`src/rtl/write_back_stage.sv`:
```
// Final pipeline stage: selects ALU/PC/load data, formats loads, drives the
// register-file write port. Optional retire counter under WB_RETIRE_COUNTER_EN.
module write_back_stage #(
  parameter int XLEN       = 32,
  parameter int REG_ADDR_W = 5,
  parameter int PC_INCR    = 4
) (
  input  logic                  clk,
  input  logic                  reset,
  input  logic                  in_valid,
  output logic                  in_ready,
  input  logic                  in_write_enable,
  input  logic [REG_ADDR_W-1:0] in_addr_rd,
  input  logic [1:0]            in_store_sel,
  input  logic [XLEN-1:0]       in_alu_result,
  input  logic [XLEN-1:0]       in_pc,
  input  logic [2:0]            in_load_funct3,
  input  logic [1:0]            in_load_offset,
  input  logic [XLEN-1:0]       mem_rdata,
  input  logic                  mem_rvalid,
  output logic                  rf_we,
  output logic [REG_ADDR_W-1:0] rf_waddr,
  output logic [XLEN-1:0]       rf_wdata,
  output logic                  wb_busy,
  output logic                  retire
`ifdef WB_RETIRE_COUNTER_EN
  ,
  output logic [63:0]           instret,
  input  logic                  instret_inhibit
`endif
);

  typedef enum logic {
    IDLE,
    WAIT_MEM
  } state_t;

  localparam logic [1:0] SEL_MEM = 2'd1;
  localparam logic [1:0] SEL_PC  = 2'd2;

  state_t                  state;
  logic                    pend_we;
  logic [REG_ADDR_W-1:0]   pend_rd;
  logic [2:0]              pend_funct3;
  logic [1:0]              pend_offset;

  logic                    accept;
  logic                    accept_load;
  logic                    wr_fire;
  logic                    wr_en;
  logic [REG_ADDR_W-1:0]   wr_addr;
  logic [XLEN-1:0]         wr_data;

  // Byte lane follows the full offset; half lane uses only offset[1].
  function automatic logic [XLEN-1:0] format_load(input logic [XLEN-1:0] word,
                                                  input logic [2:0]      funct3,
                                                  input logic [1:0]      offset);
    logic [7:0]  b;
    logic [15:0] h;
    b = word[{offset, 3'b000} +: 8];
    h = word[{offset[1], 4'b0000} +: 16];
    case (funct3)
      3'b000:  return {{(XLEN-8){b[7]}}, b};
      3'b100:  return {{(XLEN-8){1'b0}}, b};
      3'b001:  return {{(XLEN-16){h[15]}}, h};
      3'b101:  return {{(XLEN-16){1'b0}}, h};
      default: return word;
    endcase
  endfunction

  assign in_ready    = reset && (state == IDLE);
  assign wb_busy     = (state == WAIT_MEM);
  assign accept      = in_valid && in_ready;
  assign accept_load = accept && (in_store_sel == SEL_MEM);

  always_comb begin
    // NOTE: every output gets a default first so no path leaves it unassigned and infers a latch.
    wr_fire = 1'b0;
    wr_en   = 1'b0;
    wr_addr = '0;
    wr_data = '0;
    if (accept && !accept_load) begin
      wr_fire = 1'b1;
      wr_en   = in_write_enable;
      wr_addr = in_addr_rd;
      wr_data = (in_store_sel == SEL_PC) ? in_pc + XLEN'(PC_INCR) : in_alu_result;
    end else if (state == WAIT_MEM && mem_rvalid) begin
      wr_fire = 1'b1;
      wr_en   = pend_we;
      wr_addr = pend_rd;
      wr_data = format_load(mem_rdata, pend_funct3, pend_offset);
    end
  end

  always_ff @(posedge clk) begin
    // NOTE: sequential state uses non-blocking assignments so every flop samples pre-edge values.
    if (!reset) begin
      state    <= IDLE;
      rf_we    <= 1'b0;
      rf_waddr <= '0;
      rf_wdata <= '0;
      retire   <= 1'b0;
    end else begin
      rf_we  <= wr_fire && wr_en && (wr_addr != '0);
      retire <= wr_fire;
      if (wr_fire) begin
        rf_waddr <= wr_addr;
        rf_wdata <= wr_data;
      end
      case (state)
        IDLE:     if (accept_load) state <= WAIT_MEM;
        WAIT_MEM: if (mem_rvalid)  state <= IDLE;
        default:  state <= IDLE;
      endcase
    end
  end

  // NOTE: pending-load fields need no reset; they are only read in WAIT_MEM, after being loaded.
  always_ff @(posedge clk) begin
    if (accept_load) begin
      pend_we     <= in_write_enable;
      pend_rd     <= in_addr_rd;
      pend_funct3 <= in_load_funct3;
      pend_offset <= in_load_offset;
    end
  end

`ifdef WB_RETIRE_COUNTER_EN
  logic [63:0] instret_q;

  // Counts on the same edge that raises retire, so instret is current while retire is high.
  always_ff @(posedge clk) begin
    if (!reset) begin
      instret_q <= '0;
    end else if (wr_fire && !instret_inhibit) begin
      instret_q <= instret_q + 64'd1;
    end
  end

  assign instret = instret_q;
`endif

endmodule

```
`config.mk`:
```
export PLATFORM = sky130hd
export DESIGN_NAME = write_back_stage
export DESIGN_NICKNAME = d
export VERILOG_FILES = /design/src/rtl/write_back_stage.sv
export SDC_FILE = /design/constraint.sdc
export NUM_CORES = 1
export LEC_CHECK = 0
export CAP_MARGIN = 25
export CORE_AREA = 2 2 99 101
export DETAILED_ROUTE_END_ITERATION = 12
export DIE_AREA = 0 0 101 103
export PLACE_DENSITY = 0.75
export SLEW_MARGIN = 20
export SYNTH_ARGS = -nofsm -noshare
export SYNTH_HDL_FRONTEND = slang
export SYNTH_SLANG_ARGS = --single-unit
```
`constraint.sdc`:
```
create_clock -name clk -period 1.8 [get_ports clk]
set_clock_uncertainty 0.05 [all_clocks]
set_input_delay 0.18 -clock clk [delete_from_list [all_inputs] [get_ports clk]]
set_output_delay 0.18 -clock clk [all_outputs]
set_load 0.01 [all_outputs]
```
==> results.sh, run 1 <==
export IMPL_outcome="finished with violations"
export IMPL_violations="setup timing"
export IMPL_crit_required_ps=1950
export IMPL_dieArea_sq_um=10400
export IMPL_synth_seq_cells=51
export IMPL_switchingPower_mw=0.9206
export IMPL_grt_antenna_before_repair=0
export IMPL_cts_buffers=5
export IMPL_worst_setup_path_type="flip-flop to flip-flop"
export IMPL_rsz0062_at_grt="true"
export IMPL_vdd_drop_max_uv=337.2
export IMPL_layout_setup_ws_ps=-145.4
export IMPL_drt_iter0_drc=297
export IMPL_swShare=0.3030
export IMPL_syn2layout_area_growth_pct=84.03
export IMPL_synth_cell_type_count=61
export IMPL_synth_top_area_frac=0.2333
export IMPL_ff2ff_path_depth=7
export IMPL_comb_power_share=0.339
export IMPL_whs_path_depth=3
export IMPL_fin_crit_ps=1945
export IMPL_syn_area_per_cell_sq_um=7.854
export IMPL_io_pins=154
export IMPL_grt_usage=0.2819
export IMPL_hold_path_class="input port to flip-flop"
export IMPL_timing_final_hold_violations=0
export IMPL_hp_start="reset"
export IMPL_wl_met2_microns=7246
export IMPL_antennaDiodeCount=0
export IMPL_die_h_microns=103
export IMPL_post_route_cells_drive_above_1_share=0.2742
export IMPL_arrival_ps=2100
export IMPL_drv_slew=0
export IMPL_multi_input_area_sq_um=2452
export IMPL_pwr_share_seq=0.422
export IMPL_avgRoutedWirePerCell_microns=19.15
export IMPL_start_util=0.3628
export IMPL_cts_root_buf="clkbuf_8"
export IMPL_p_int_mw=2.118
export IMPL_drtAntennaViolNets=0
export IMPL_yosys_warnings=0
export IMPL_maxCapViolCount=0
export IMPL_gp_congestion=0.9180
export IMPL_met3_length_microns=1158
export IMPL_yosysTopAreaCell="dfxtp_1"
export IMPL_final_common_cell="clkdlybuf4s50_1"
export IMPL_post_route_period_util=1.081
export IMPL_synth_nets=551
export IMPL_synth_edf_count=11
export IMPL_fmax_mhz=514.0
export IMPL_max_slew_margin=0.7495
export IMPL_worst_setup_path_end_kind="flip-flop"
export IMPL_via_count=4495
export IMPL_synth_area_leaders="dfxtp_1 (23%), edfxtp_1 (9.6%), nand2_1 (5.8%)"
export IMPL_rr_endpoint="rf_wdata[27]"
export IMPL_vias_per_cell=5.647
export IMPL_final_seq_area_sq_um=1131
export IMPL_final_cell_mix="clkdlybuf4s50_1 (152), buf_4 (100), nand2_1 (51), dfxtp_1 (40), nor2_1 (36)"
export IMPL_portBuffers=153
export IMPL_hpwlAfterDp_microns=11860
export IMPL_wl_microns=15240
export IMPL_worst_slew_pin_transition_ps=375.8
export IMPL_gr_total_overflow=0
export IMPL_synthArstFlopShare=0
export IMPL_core_area_sq_um=9459
export IMPL_clk_pin_slew_ps=100
export IMPL_worst_path_max_fanout=6
export IMPL_nets=795
export IMPL_ys_flop_type="dfxtp_1"
export IMPL_firstDrtPassIters=5
export IMPL_clock_latency_ps=310
export IMPL_ys_seq_area_frac=0.3296
export IMPL_grt_pass1_wl_microns=23070
export IMPL_fin_hold_ws_ps=335.1
export IMPL_maxUsedRoutingLayer="met4"
export IMPL_wl_met1_microns=6540
export IMPL_drc=0
export IMPL_row_count=36
export IMPL_cts_path_max_buffers=2
export IMPL_clkPwrFrac=0.239
export IMPL_tritoncts="built"
export IMPL_power_density_nw_per_um2=481.0
export IMPL_final_util=0.6677
export IMPL_reg2reg_slack_ps=-150
export IMPL_power_leakage_nw=2.414
export IMPL_nFillCells=819
export IMPL_cts_sinks=51
export IMPL_critPathLaunchType="flip-flop"
export IMPL_grt_start_max_net_pins=22
export IMPL_setup_viol=25
export IMPL_timing_rr_start="pend_offset[0]"
export IMPL_synth_cell_area_sq_um=3432
export IMPL_dieWidth_microns=101
export IMPL_hold_end="rf_wdata[15]"
export IMPL_grt_pass1_vias=4472
export IMPL_netlist_instances=437
export IMPL_h_tree_depth=2
-- per-stage QoR --
step | cell area [sq um] | std cells | total power [mW] | TNS [ps] | setup WS, ps
4_1_cts | 6142 | 792 | 3.007 | -1174 | -91.25
3_5_place_dp | 5804 | 778 | 2.252 | -6336 | -343.9
2_1_floorplan | 3435 | 437 | 1.604 | 0 | 0.9225
3_3_place_gp | 5804 | 778 | 2.245 | -5661 | -308.8
5_1_grt | 6316 | 796 | 3.146 | -3828 | -203.3
6_report | 6316 | 796 | 3.038 | -2132 | -145.4
-- critical path: stages, from the launching register on --
cell	delay [ps]
edfxtp_1	500
mux2_4	340
a22oi_2	200
buf_6	160
a21oi_4	100
a211o_1	260
o221ai_2	180
a21oi_1	60
-- power by group through the flow --
stage	sequential [mW]	combinational, mW	clock (mW)
2_1_floorplan	1.32	0.282	0
3_3_place_gp	1.30	0.942	0
3_5_place_dp	1.30	0.949	0
4_1_cts	1.28	0.989	0.738
5_1_grt	1.29	1.09	0.765
6_report	1.28	1.03	0.727
-- state kept, by name, indices dropped and copies added, names as in the netlist --
register     flops
pend_funct3      3
pend_offset      2
pend_rd          5
pend_we          1
retire           1
rf_waddr         5
rf_wdata        32
rf_we            1
wb_busy          1
-- cell usage after synthesis (all sizes together) (2+ instances only) --
| master | n |
|---|---|
| o21ai | 26 |
| a211o | 3 |
| nor3 | 8 |
| o221a | 2 |
| xor2 | 9 |
| nor4 | 2 |
| mux4 | 2 |
| o22ai | 7 |
| and4 | 2 |
| a21oi | 38 |
| a31oi | 4 |
| nor3b | 2 |
| a221oi | 9 |
| a32o | 2 |
| clkbuf | 20 |
| a211oi | 9 |
| xnor2 | 18 |
| o211ai | 2 |
| mux2 | 3 |
| a22o | 4 |
| buf | 9 |
| or3 | 2 |
| inv | 8 |
| nand2b | 5 |
| and2 | 3 |
| a22oi | 10 |
| and3 | 7 |
| edfxtp | 11 |
| o221ai | 5 |
| a21boi | 2 |
| o32ai | 3 |
| nand3 | 28 |
| mux2i | 4 |
| nor2b | 8 |
| o31a | 5 |
| o21a | 3 |
| nand2 | 54 |
| nand4 | 8 |
| dfxtp | 40 |
| nor2 | 39 |
-- area by class of cell --
| class | instances | share of cell area |
|---|---|---|
| tap | 114 | 0.02258 |
| multi-input combinational | 348 | 0.3883 |
| timing repair buffer | 266 | 0.3891 |
| clock buffer | 5 | 0.01090 |
| sequential | 51 | 0.1791 |
| inverter | 9 | 0.005745 |
| clock inverter | 3 | 0.004358 |
-- layer usage --
layer | vias to the layer above | GRT usage
met3 | 24 | 0.02847
met5 | - | 0
li1 | 2123 | -
met1 | 2115 | 0.3861
met4 | 0 | 0.06237
met2 | 233 | 0.4831
-- how the worst max path moves through the flow --
| stage | to | cells past startpoint | start |
|---|---|---|---|
| CTS | rf_wdata[25] | 8 | pend_offset[0] |
| global placement | rf_wdata[14] | 9 | in_pc[2] |
| global route | rf_wdata[7] | 8 | pend_offset[0] |
| floorplan | rf_wdata[19] | 6 | pend_offset[0] |
| detailed placement | rf_wdata[14] | 9 | in_pc[2] |
| finish | rf_wdata[27] | 7 | pend_offset[0] |
-- repair_timing --
item,CTS,global route
endpoints found under the setup margin,26,33
hold buffers,0,0
buffers inserted,7,4
gates cloned,1,0
pin swaps,24,15
resized for setup,49,35
-- kinds of logic after synthesis --
| family | synth area share |
|---|---|
| XOR/XNOR | 0.06890 |
| AO/OA/AOI/OAI | 0.2796 |
| adder cells (fa/ha/maj) | 0.003645 |
| multiplexers | 0.03463 |
| flip-flops | 0.3296 |
| buffers and inverters | 0.04375 |
| AND/OR/NAND/NOR | 0.2399 |
Power figures use the tool's default switching activity.
==> run 2, diff against run 1 <==
- SLEW_MARGIN: 20 -> 5
==> results of run 2 <==
Same layout as run 1: the final DEF is identical, and so are final timing and power.
